**src/rtl/mc_ctrl_fsm_pkg.sv**
```systemverilog
// Shared definitions for the multicycle MIPS main controller: state encoding,
// opcode/funct values, datapath mux encodings and the internal control word.
package mips_pkg;

    typedef enum logic [3:0] {
        S_FETCH,
        S_DECODE,
        S_MEMADR,
        S_MEMRD,
        S_MEMWB,
        S_MEMWR,
        S_EXEC,
        S_ALUWB,
        S_BRANCH,
        S_ADDIEX,
        S_ADDIWB,
        S_JUMP
    } state_t;

    localparam logic [5:0] OP_RTYPE = 6'b000000;
    localparam logic [5:0] OP_J     = 6'b000010;
    localparam logic [5:0] OP_BEQ   = 6'b000100;
    localparam logic [5:0] OP_ADDI  = 6'b001000;
    localparam logic [5:0] OP_LW    = 6'b100011;
    localparam logic [5:0] OP_SW    = 6'b101011;

    localparam logic [5:0] FUNCT_SLL = 6'b000000;

    localparam logic [1:0] SRCB_RT     = 2'b00;
    localparam logic [1:0] SRCB_FOUR   = 2'b01;
    localparam logic [1:0] SRCB_IMM    = 2'b10;
    localparam logic [1:0] SRCB_IMMSH2 = 2'b11;

    localparam logic [1:0] ALU_ADD   = 2'b00;
    localparam logic [1:0] ALU_SUB   = 2'b01;
    localparam logic [1:0] ALU_FUNCT = 2'b10;

    localparam logic [1:0] PCSRC_ALU    = 2'b00;
    localparam logic [1:0] PCSRC_ALUOUT = 2'b01;
    localparam logic [1:0] PCSRC_JUMP   = 2'b10;

    typedef struct packed {
        logic       ir_write;
        logic       pc_write;
        logic       branch;
        logic       iord;
        logic       mem_write;
        logic       reg_dst_rtrd;
        logic       mem_to_reg;
        logic       enable_wreg;
        logic       alu_src_a;
        logic       apply_shift;
        logic [1:0] alu_src_b;
        logic [1:0] alu_alt_ctrl;
        logic [1:0] pc_src;
        logic       illegal;
    } ctrl_t;

    // States whose exit back to FETCH completes an instruction.
    function automatic logic state_retires(input state_t s);
        return (s == S_MEMWB)  || (s == S_MEMWR)  || (s == S_ALUWB) ||
               (s == S_BRANCH) || (s == S_ADDIWB) || (s == S_JUMP);
    endfunction

endpackage

```
**src/rtl/mc_ctrl_fsm_ctrl_out_dec.sv**
```systemverilog
// Combinational lookup from controller state (plus the few gating inputs)
// to the datapath control word.
module ctrl_out_dec
    import mips_pkg::*;
(
    input  state_t     state_i,
    input  logic [5:0] op_i6,
    input  logic [5:0] funct_i6,
    input  logic       mem_ready_i,
    output ctrl_t      ctrl_o
);

    logic is_legal;

    assign is_legal = (op_i6 == OP_LW)   || (op_i6 == OP_SW)  ||
                      (op_i6 == OP_RTYPE) || (op_i6 == OP_BEQ) ||
                      (op_i6 == OP_ADDI)  || (op_i6 == OP_J);

    always_comb begin
        ctrl_o = '0;
        unique case (state_i)
            S_FETCH: begin
                ctrl_o.alu_src_b    = SRCB_FOUR;
                ctrl_o.alu_alt_ctrl = ALU_ADD;
                ctrl_o.pc_src       = PCSRC_ALU;
                ctrl_o.ir_write     = mem_ready_i;
                ctrl_o.pc_write     = mem_ready_i;
            end
            S_DECODE: begin
                // Branch target is precomputed here while the register file reads.
                ctrl_o.alu_src_b    = SRCB_IMMSH2;
                ctrl_o.alu_alt_ctrl = ALU_ADD;
                ctrl_o.illegal      = !is_legal;
            end
            S_MEMADR: begin
                ctrl_o.alu_src_a    = 1'b1;
                ctrl_o.alu_src_b    = SRCB_IMM;
                ctrl_o.alu_alt_ctrl = ALU_ADD;
            end
            S_MEMRD: begin
                ctrl_o.iord = 1'b1;
            end
            S_MEMWB: begin
                ctrl_o.mem_to_reg  = 1'b1;
                ctrl_o.enable_wreg = 1'b1;
            end
            S_MEMWR: begin
                ctrl_o.iord      = 1'b1;
                ctrl_o.mem_write = 1'b1;
            end
            S_EXEC: begin
                ctrl_o.alu_src_a    = 1'b1;
                ctrl_o.alu_src_b    = SRCB_RT;
                ctrl_o.alu_alt_ctrl = ALU_FUNCT;
                ctrl_o.apply_shift  = (funct_i6 == FUNCT_SLL);
            end
            S_ALUWB: begin
                ctrl_o.reg_dst_rtrd = 1'b1;
                ctrl_o.enable_wreg  = 1'b1;
                ctrl_o.apply_shift  = (funct_i6 == FUNCT_SLL);
            end
            S_BRANCH: begin
                ctrl_o.alu_src_a    = 1'b1;
                ctrl_o.alu_src_b    = SRCB_RT;
                ctrl_o.alu_alt_ctrl = ALU_SUB;
                ctrl_o.pc_src       = PCSRC_ALUOUT;
                ctrl_o.branch       = 1'b1;
            end
            S_ADDIEX: begin
                ctrl_o.alu_src_a    = 1'b1;
                ctrl_o.alu_src_b    = SRCB_IMM;
                ctrl_o.alu_alt_ctrl = ALU_ADD;
            end
            S_ADDIWB: begin
                ctrl_o.enable_wreg = 1'b1;
            end
            S_JUMP: begin
                ctrl_o.pc_src   = PCSRC_JUMP;
                ctrl_o.pc_write = 1'b1;
            end
            default: ctrl_o = '0;
        endcase
    end

endmodule

```
**src/rtl/mc_ctrl_fsm.sv**
```systemverilog
// Multicycle MIPS main controller: state register, next-state logic and
// retired-instruction counter; control word comes from ctrl_out_dec.
module mc_ctrl_fsm
    import mips_pkg::*;
#(
    parameter int unsigned CNT_W = 32
) (
    input  logic             clk_i,
    input  logic             reset_ni,
    input  logic [5:0]       op_i6,
    input  logic [5:0]       funct_i6,
    input  logic             zero_i,
    input  logic             mem_ready_i,
    output logic             ir_write_o,
    output logic             pc_en_o,
    output logic             iord_o,
    output logic             mem_write_o,
    output logic             reg_dst_rtrd_o,
    output logic             mem_to_reg_o,
    output logic             enable_wreg_o,
    output logic             alu_src_a_o,
    output logic             apply_shift_o,
    output logic [1:0]       alu_src_b_o2,
    output logic [1:0]       alu_alt_ctrl_o2,
    output logic [1:0]       pc_src_o2,
    output logic             illegal_o,
    output logic [CNT_W-1:0] instr_count_o
);

    state_t             state_q, state_d;
    logic [CNT_W-1:0]   cnt_q, cnt_d;
    ctrl_t              ctrl;

    always_comb begin
        state_d = state_q;
        unique case (state_q)
            S_FETCH:  state_d = mem_ready_i ? S_DECODE : S_FETCH;
            S_DECODE: begin
                unique case (op_i6)
                    OP_LW, OP_SW: state_d = S_MEMADR;
                    OP_RTYPE:     state_d = S_EXEC;
                    OP_BEQ:       state_d = S_BRANCH;
                    OP_ADDI:      state_d = S_ADDIEX;
                    OP_J:         state_d = S_JUMP;
                    default:      state_d = S_FETCH;
                endcase
            end
            S_MEMADR: begin
                if (op_i6 == OP_LW)      state_d = S_MEMRD;
                else if (op_i6 == OP_SW) state_d = S_MEMWR;
                else                     state_d = S_FETCH;
            end
            S_MEMRD:  state_d = mem_ready_i ? S_MEMWB : S_MEMRD;
            S_MEMWB:  state_d = S_FETCH;
            S_MEMWR:  state_d = mem_ready_i ? S_FETCH : S_MEMWR;
            S_EXEC:   state_d = S_ALUWB;
            S_ALUWB:  state_d = S_FETCH;
            S_BRANCH: state_d = S_FETCH;
            S_ADDIEX: state_d = S_ADDIWB;
            S_ADDIWB: state_d = S_FETCH;
            S_JUMP:   state_d = S_FETCH;
            default:  state_d = S_FETCH;
        endcase
    end

    // Illegal opcodes leave DECODE for FETCH but never retire.
    always_comb begin
        cnt_d = cnt_q;
        if ((state_d == S_FETCH) && state_retires(state_q)) begin
            cnt_d = cnt_q + CNT_W'(1);
        end
    end

    always_ff @(posedge clk_i or negedge reset_ni) begin
        if (!reset_ni) begin
            state_q <= S_FETCH;
            cnt_q   <= '0;
        end else begin
            state_q <= state_d;
            cnt_q   <= cnt_d;
        end
    end

    ctrl_out_dec u_dec (
        .state_i     (state_q),
        .op_i6       (op_i6),
        .funct_i6    (funct_i6),
        .mem_ready_i (mem_ready_i),
        .ctrl_o      (ctrl)
    );

    assign ir_write_o      = ctrl.ir_write;
    assign pc_en_o         = ctrl.pc_write | (ctrl.branch & zero_i);
    assign iord_o          = ctrl.iord;
    assign mem_write_o     = ctrl.mem_write;
    assign reg_dst_rtrd_o  = ctrl.reg_dst_rtrd;
    assign mem_to_reg_o    = ctrl.mem_to_reg;
    assign enable_wreg_o   = ctrl.enable_wreg;
    assign alu_src_a_o     = ctrl.alu_src_a;
    assign apply_shift_o   = ctrl.apply_shift;
    assign alu_src_b_o2    = ctrl.alu_src_b;
    assign alu_alt_ctrl_o2 = ctrl.alu_alt_ctrl;
    assign pc_src_o2       = ctrl.pc_src;
    assign illegal_o       = ctrl.illegal;
    assign instr_count_o   = cnt_q;

endmodule

```
**config.mk**
```make
export PLATFORM = sky130hd
export DESIGN_NAME = mc_ctrl_fsm
export DESIGN_NICKNAME = d
export VERILOG_FILES = /design/src/rtl/mc_ctrl_fsm_pkg.sv /design/src/rtl/mc_ctrl_fsm_ctrl_out_dec.sv /design/src/rtl/mc_ctrl_fsm.sv
export SDC_FILE = /design/constraint.sdc
export NUM_CORES = 1
export LEC_CHECK = 0
export CORE_MARGIN = 1.5
export CORE_UTILIZATION = 46
export DETAILED_ROUTE_END_ITERATION = 10
export PLACE_DENSITY_LB_ADDON = 0.3
export RECOVER_POWER = 25
export SYNTH_ARGS = -nofsm -noshare
export SYNTH_HDL_FRONTEND = slang
export SYNTH_SLANG_ARGS = --single-unit
```
**constraint.sdc**
```tcl
create_clock -name clk_i -period 2.25 [get_ports clk_i]
set_clock_uncertainty 0.2 [all_clocks]
set_input_delay 0.45 -clock clk_i [delete_from_list [all_inputs] [get_ports clk_i]]
set_output_delay 0.45 -clock clk_i [all_outputs]
set_load 0.02 [all_outputs]
```
Word-level counts from Yosys, hierarchy flattened:

Index checks and enable logic that the tools add are counted.

* $add $sub $neg: 1
* eq/ne operators: 16
* multiplexer cells: 20
* bitwise gates (word level): 2
* reduce and logical (&&, ||, !) cells: 22

Operator list (number)
* case mux 4 bit (5 select lines): 2
* adder 32 x 1 -> 32 bit (second input constant): 1
* case mux 4 bit (7 select lines): 1
* equality test 4 x 3 -> 1 bit (second input constant): 4
* equality test 4 bit (second input constant): 4
* equality test 6 bit (second input constant): 2
* logical NOT 6 bit: 2
* two-way mux 3 bit: 4
* two-way mux 1 bit: 11
* logical OR 1 bit: 10
* equality test 4 x 2 -> 1 bit (second input constant): 2
* logical NOT 4 bit: 2
* OR reduction 2 bit: 4
* equality test 6 x 2 -> 1 bit (second input constant): 1
* equality test 6 x 3 -> 1 bit (second input constant): 1
* equality test 6 x 4 -> 1 bit (second input constant): 1
* equality test 4 x 1 -> 1 bit (second input constant): 1
* case mux 2 bit (2 select lines): 1
* OR reduction 4 bit: 1
* OR reduction 3 bit: 1
* case mux 1 bit (2 select lines): 1
* AND 1 bit: 1
* logical AND 1 bit: 1
* logical NOT 1 bit: 1
* bitwise OR 1 bit: 1

* bits in registers: 36
* bits of input ports: 16
* output and inout port bits: 48
* logic and storage cells: 63

Longest topological paths before layout:

Gate-level depths: netlist of run 1.

* word-level depth: 8
* gate-level depth with buffers: 8
* depth with buffers taken out: 6

By module:

A second synthesis of run 1 with hierarchy kept.

* cells, all modules: 205
* area, all modules: 2092.0 sq um

Modules (own cells, without submodules)
* mc_ctrl_fsm: times used 1, cells each 165, area an instance 1824.2 sq um, sequential area each 900.9 sq um
* ctrl_out_dec: times used 1, cells each 40, area an instance 267.8 sq um, sequential area each 0.0 sq um

Worst setup path before layout of run 1:

No wires, ideal clock.

* path kind: reg2out
* from: register state_q[1]
* to: output port apply_shift_o
* arrival time: 1.878 ns
* data required time: 1.600 ns
* slack: -0.278 ns
* cell stages (with the launch flop): 5
* path buffers: 1
* cells stage by stage: dfrtp_1 -> buf_2 -> inv_1 -> or4_1 -> nor4_1

* longest elaborated chain between the ends: 3
* elaborated cells between the ends (all ways): 4
* those cells by class: eq/ne (2); mux (1); reduce/logical (1)

Ends and longest elaborated chain
* start, declared: line mc_ctrl_fsm.sv:30 `state_t state_q, state_d;`
* start signal, assigned: line mc_ctrl_fsm.sv:79 `state_q <= state_d;`
* equality test 4 x 3 -> 1 bit: line mc_ctrl_fsm_ctrl_out_dec.sv:21 `unique case (state_i)`
* OR reduction 2 bit (no line) *
* two-way mux 1 bit *
* end, declared: line mc_ctrl_fsm.sv:22 `output logic apply_shift_o,`

Every way passes the cells marked *; elsewhere a longest branch is shown, timed or not.

Final worst setup path of run 1:

* from: input port funct_i6[5]
* to: output port apply_shift_o

* longest elaborated chain between the ends: 2

Ends and longest elaborated chain
* start, declared: line mc_ctrl_fsm.sv:11 `input logic [5:0] funct_i6,`
* logical NOT 6 bit: line mc_ctrl_fsm_ctrl_out_dec.sv:55, mc_ctrl_fsm_ctrl_out_dec.sv:60
* two-way mux 1 bit

No other way between the ends.

==> results of run 1 <==
[logic make-up (layout without fill, tap and decap cells)]
family	count (synthesis)	count (layout)	share of synthesized area, %
mux	2	2	1.08
xor+xnor	33	33	14.7
flops	36	36	45.8
compound gates	19	19	7.58
fa+ha+maj	1	1	0.636
simple gates	96	96	27.4
buf+inv	11	112	2.74
[cell usage after synthesis (3+ instances only)]
cell	number
sky130_fd_sc_hd__nor2_1	8
sky130_fd_sc_hd__o21ai_0	3
sky130_fd_sc_hd__a21oi_1	3
sky130_fd_sc_hd__inv_1	5
sky130_fd_sc_hd__nand3_1	18
sky130_fd_sc_hd__xor2_1	5
sky130_fd_sc_hd__dfrtp_1	36
sky130_fd_sc_hd__xnor2_1	28
sky130_fd_sc_hd__and3_1	8
sky130_fd_sc_hd__nor2b_1	3
sky130_fd_sc_hd__nor3_1	13
sky130_fd_sc_hd__nor4_1	4
sky130_fd_sc_hd__and4_1	4
sky130_fd_sc_hd__nand4_1	6
sky130_fd_sc_hd__buf_2	4
sky130_fd_sc_hd__nand2_1	17
[per-stage QoR]
| step | instances | util (%) | total power [mW] | TNS [ns] | cell area (sq um) |
|---|---|---|---|---|---|
| 4_1_cts | 345 | 76.1 | 1.96 | -0.205 | 3090 |
| 3_5_place_dp | 335 | 70.9 | 1.39 | -14.11 | 2880 |
| 5_1_grt | 349 | 77.5 | 2.07 | -0.0787 | 3150 |
| 3_3_place_gp | 335 | 70.9 | 1.38 | -12.78 | 2880 |
| 6_report | 349 | 77.5 | 1.97 | 0 | 3150 |
| 2_1_floorplan | 198 | - | 1.06 | 0 | 1980 |
[registers in the layout, summed over array words and instances, names as in the netlist]
register,count
state_q,4
instr_count_o,32
[layout by cell type (no fill, tap or decap), types with 3 or more instances in the layout]
master and instances:
sky130_fd_sc_hd__clkdlybuf4s50_1 36, sky130_fd_sc_hd__dfrtp_1 34, sky130_fd_sc_hd__buf_4 32, sky130_fd_sc_hd__xnor2_1 28, sky130_fd_sc_hd__nand3_1 16, sky130_fd_sc_hd__nand2_1 15, sky130_fd_sc_hd__nor3_1 9, sky130_fd_sc_hd__and3_1 8
sky130_fd_sc_hd__dlygate4sd2_1 8, sky130_fd_sc_hd__nor2_1 6, sky130_fd_sc_hd__nand4_1 6, sky130_fd_sc_hd__inv_1 5, sky130_fd_sc_hd__xor2_1 5, sky130_fd_sc_hd__clkbuf_8 5, sky130_fd_sc_hd__nor3_2 4, sky130_fd_sc_hd__and4_1 4
sky130_fd_sc_hd__clkbuf_2 4, sky130_fd_sc_hd__clkdlybuf4s15_2 4, sky130_fd_sc_hd__buf_6 4, sky130_fd_sc_hd__o21ai_0 3, sky130_fd_sc_hd__a21oi_1 3, sky130_fd_sc_hd__nor4_4 3, sky130_fd_sc_hd__dlymetal6s2s_1 3, sky130_fd_sc_hd__buf_2 3
[what timing repair did]
action                                 in CTS  in global routing
pin swaps                                   6                 16
endpoints found under the hold margin       0                  0
resized for setup                          73                 26
setup endpoints to repair                  43                 33
setup buffers                               2                  4
[power by group]
part | internal, mW | switching (mW) | total [mW]
clock network | 0.329 | 0.227 | 0.556
registers | 0.691 | 0.0573 | 0.748
logic | 0.314 | 0.355 | 0.669
[per-layer routing]
layer	routed length [microns]	track usage, %	up-vias	part of all wire (%)
li1	-	-	903	-
met2	2580	37.9	51	50
met5	0	0	-	0
met4	48	6.25	0	0.93
met3	234	4.61	6	4.5
met1	2290	28.8	925	44
[area by class of cell]
| class | count | area [sq um] | area share (%) |
|---|---|---|---|
| clock buffers | 6 | 72.6 | 2.31 |
| flip-flops and latches | 36 | 903 | 28.7 |
| clock inverters | 2 | 35.0 | 1.11 |
| repair buffers | 99 | 892 | 28.4 |
| well taps | 50 | 62.6 | 1.99 |
| inverters | 5 | 18.8 | 0.597 |
| multi-input cells | 151 | 1160 | 36.9 |
[how the worst max path moves through the flow]
stage	from	end	slack [ns]	cells after the start
2_1_floorplan	state_q[1]$_DFF_PN0_	apply_shift_o	0.004	4
3_3_place_gp	funct_i6[5]	apply_shift_o	-0.60	4
3_5_place_dp	funct_i6[5]	apply_shift_o	-0.61	4
4_1_cts	funct_i6[5]	apply_shift_o	-0.12	4
5_1_grt	state_q[1]$_DFF_PN0_	apply_shift_o	-0.03	4
6_report	funct_i6[5]	apply_shift_o	0.02	4
==> impl_results.rst, run 1 <==
.. list-table::
   :header-rows: 1

   * - Metric
     - Value
   * - Run status
     - complete, no violations
   * - Synth Register Bits
     - 36
   * - Placer Congestion
     - approximately 0.85
   * - Placed wire-length estimate after detailed placement
     - approximately 3700 microns
   * - Critical Path Start Type
     - primary input
   * - Worst r2r path cells
     - 8
   * - Total detailed-routing wirelength
     - around 5200 microns
   * - Total of buffers placed on input and output ports
     - 63
   * - Effective utilization at floorplan
     - between 40% and 50%
   * - Deepest clock path buffer count
     - 2
   * - Detailed router's first-iteration violation count
     - ~130
   * - Count of nets left with antenna violations after detail routing
     - 0
   * - Number of diodes
     - 0
   * - Final period demand of the worst path
     - around 2.2 ns
   * - Leakage
     - ~1.4 nW
   * - Hold path startpoint
     - instr_count_o[31]$_DFFE_PN0P_
   * - Core area
     - ~4000 sq um
   * - Final layout net count
     - 315
   * - Async set-or-reset flop fraction in the synthesized netlist
     - 100%
   * - Global-route wire length before repair
     - 7910 microns
   * - Final routed DRC violation total
     - 0
   * - Delay contributed by the slowest stage of the critical path
     - roughly 0.43 ns
   * - Final Worst Setup Slack
     - between 0.02 and 0.025 ns
   * - Headroom to the max-slew limit
     - a little over two fifths
   * - Inserted Clock Buffers
     - 5
   * - Clock transition at the register clock pins on the worst setup and hold paths after CTS
     - approximately 0.070 ns
   * - Register area share after synthesis
     - 45.8%
   * - Cell variety after synth
     - 45
   * - Launch instance of the worst register-to-register path
     - state_q[2]$_DFF_PN0_
   * - Die outline width
     - a little under 70 microns
   * - Minimum setup slack after placement
     - -0.605 ns
   * - WP buf/inv
     - 2
   * - Worst IR Drop VDD
     - approximately 0.48 mV
   * - Vias in the first global route
     - 1,778
   * - Arr. time, crit path
     - approximately 1.6 ns
   * - Die height
     - 68.4 microns
   * - Yosys top cell area share
     - 45.8%
   * - Required time worst endpoint
     - about 1.6 ns
   * - GR Util All Layers
     - approximately 22%
   * - Area of the die
     - 4670 sq um
   * - Worst min-delay path category
     - reg2reg
   * - Chain of cells forming the critical path
     - clkdlybuf4s50_1 -> or4_4 -> nor4_4 -> buf_4
   * - Type of the worst setup path
     - in2out
   * - Area of the mapped netlist
     - slightly below 2000 sq um
   * - End of the worst register-to-register path
     - instr_count_o[20]$_DFFE_PN0P_
   * - Worst Setup End Kind
     - output pin
   * - Setup slack on the worst flop-to-flop path
     - ~0.09 ns
   * - Worst hold-check slack
     - about 0.28 ns
   * - Number of top-level pins
     - between 60 and 70
   * - CP max-delay cell
     - sky130_fd_sc_hd__or4_4
   * - Post-synth top flop
     - sky130_fd_sc_hd__dfrtp_1
   * - Post-detailed-route via-to-cell ratio
     - 5.40
   * - Cell row count
     - 23
   * - Final Max Slew Viols
     - 0
   * - Buffer type at the clock tree root
     - sky130_fd_sc_hd__clkbuf_8
   * - Antenna violations before repair
     - 0
   * - WL/cell
     - ~15 microns
   * - Synth Warn #
     - 0
   * - Hold path endpoint
     - instr_count_o[31]$_DFFE_PN0P_
   * - Syn Area/Cell
     - a little under 10 sq um
   * - Largest net degree at the start of global routing
     - 37
   * - TritonCTS clock tree
     - built
   * - Fill cell instance count of the final layout
     - 280
   * - Share of layout cells above drive strength 1
     - about 29%
   * - Library cell with the largest summed area after synthesis
     - sky130_fd_sc_hd__dfrtp_1
   * - Number of endpoints with negative hold slack in the final report
     - 0
   * - Measured slew at the worst slew-check pin
     - ~0.87 ns
   * - Area contributors post-synth
     - sky130_fd_sc_hd__dfrtp_1 (46%), sky130_fd_sc_hd__xnor2_1 (12%), sky130_fd_sc_hd__nand3_1 (4.6%)
   * - Number of levels in the clock H-tree
     - 2
   * - First-pass iteration count of the detailed router
     - 5
   * - Maximum clock frequency
     - 0.449 GHz
   * - Number of standard cells after synthesis
     - just under 200
   * - Count of flip-flops with a built-in enable after synthesis
     - 0
   * - PD cells
     - about 630 nW/um^2
   * - Residual overflow from global routing
     - 0
   * - Number of buffers inserted by hold repair at cts
     - 0
   * - Crit Path Max Fanout
     - 1
   * - Clock network latency to the later pin of the worst-skew pair
     - between 0.2 and 0.3 ns
   * - Area delta synth->final
     - 60.0%
   * - Number of violations of the max-capacitance limit
     - 0
   * - Total via count in the routed design
     - about 1,900
   * - Number of sinks driven by the clock tree
     - 36
   * - Syn Nets
     - ~220
   * - Total of endpoints with negative setup slack in the final report
     - 0
   * - Unrepaired setup endpoints after global routing
     - true
   * - Kind of cell adding the most delay to the critical path
     - buffers and inverters
   * - Fraction of the cycle the final worst path needs
     - 98.9%
   * - Number of instances on the worst hold path
     - 1
Power figures use the tool's default switching activity.
==> run 2, diff against run 1 <==
CTS_CLUSTER_SIZE = 14   (was not set)
==> results of run 2 <==
No change in the layout: final DEF, timing and power equal those of run 1.
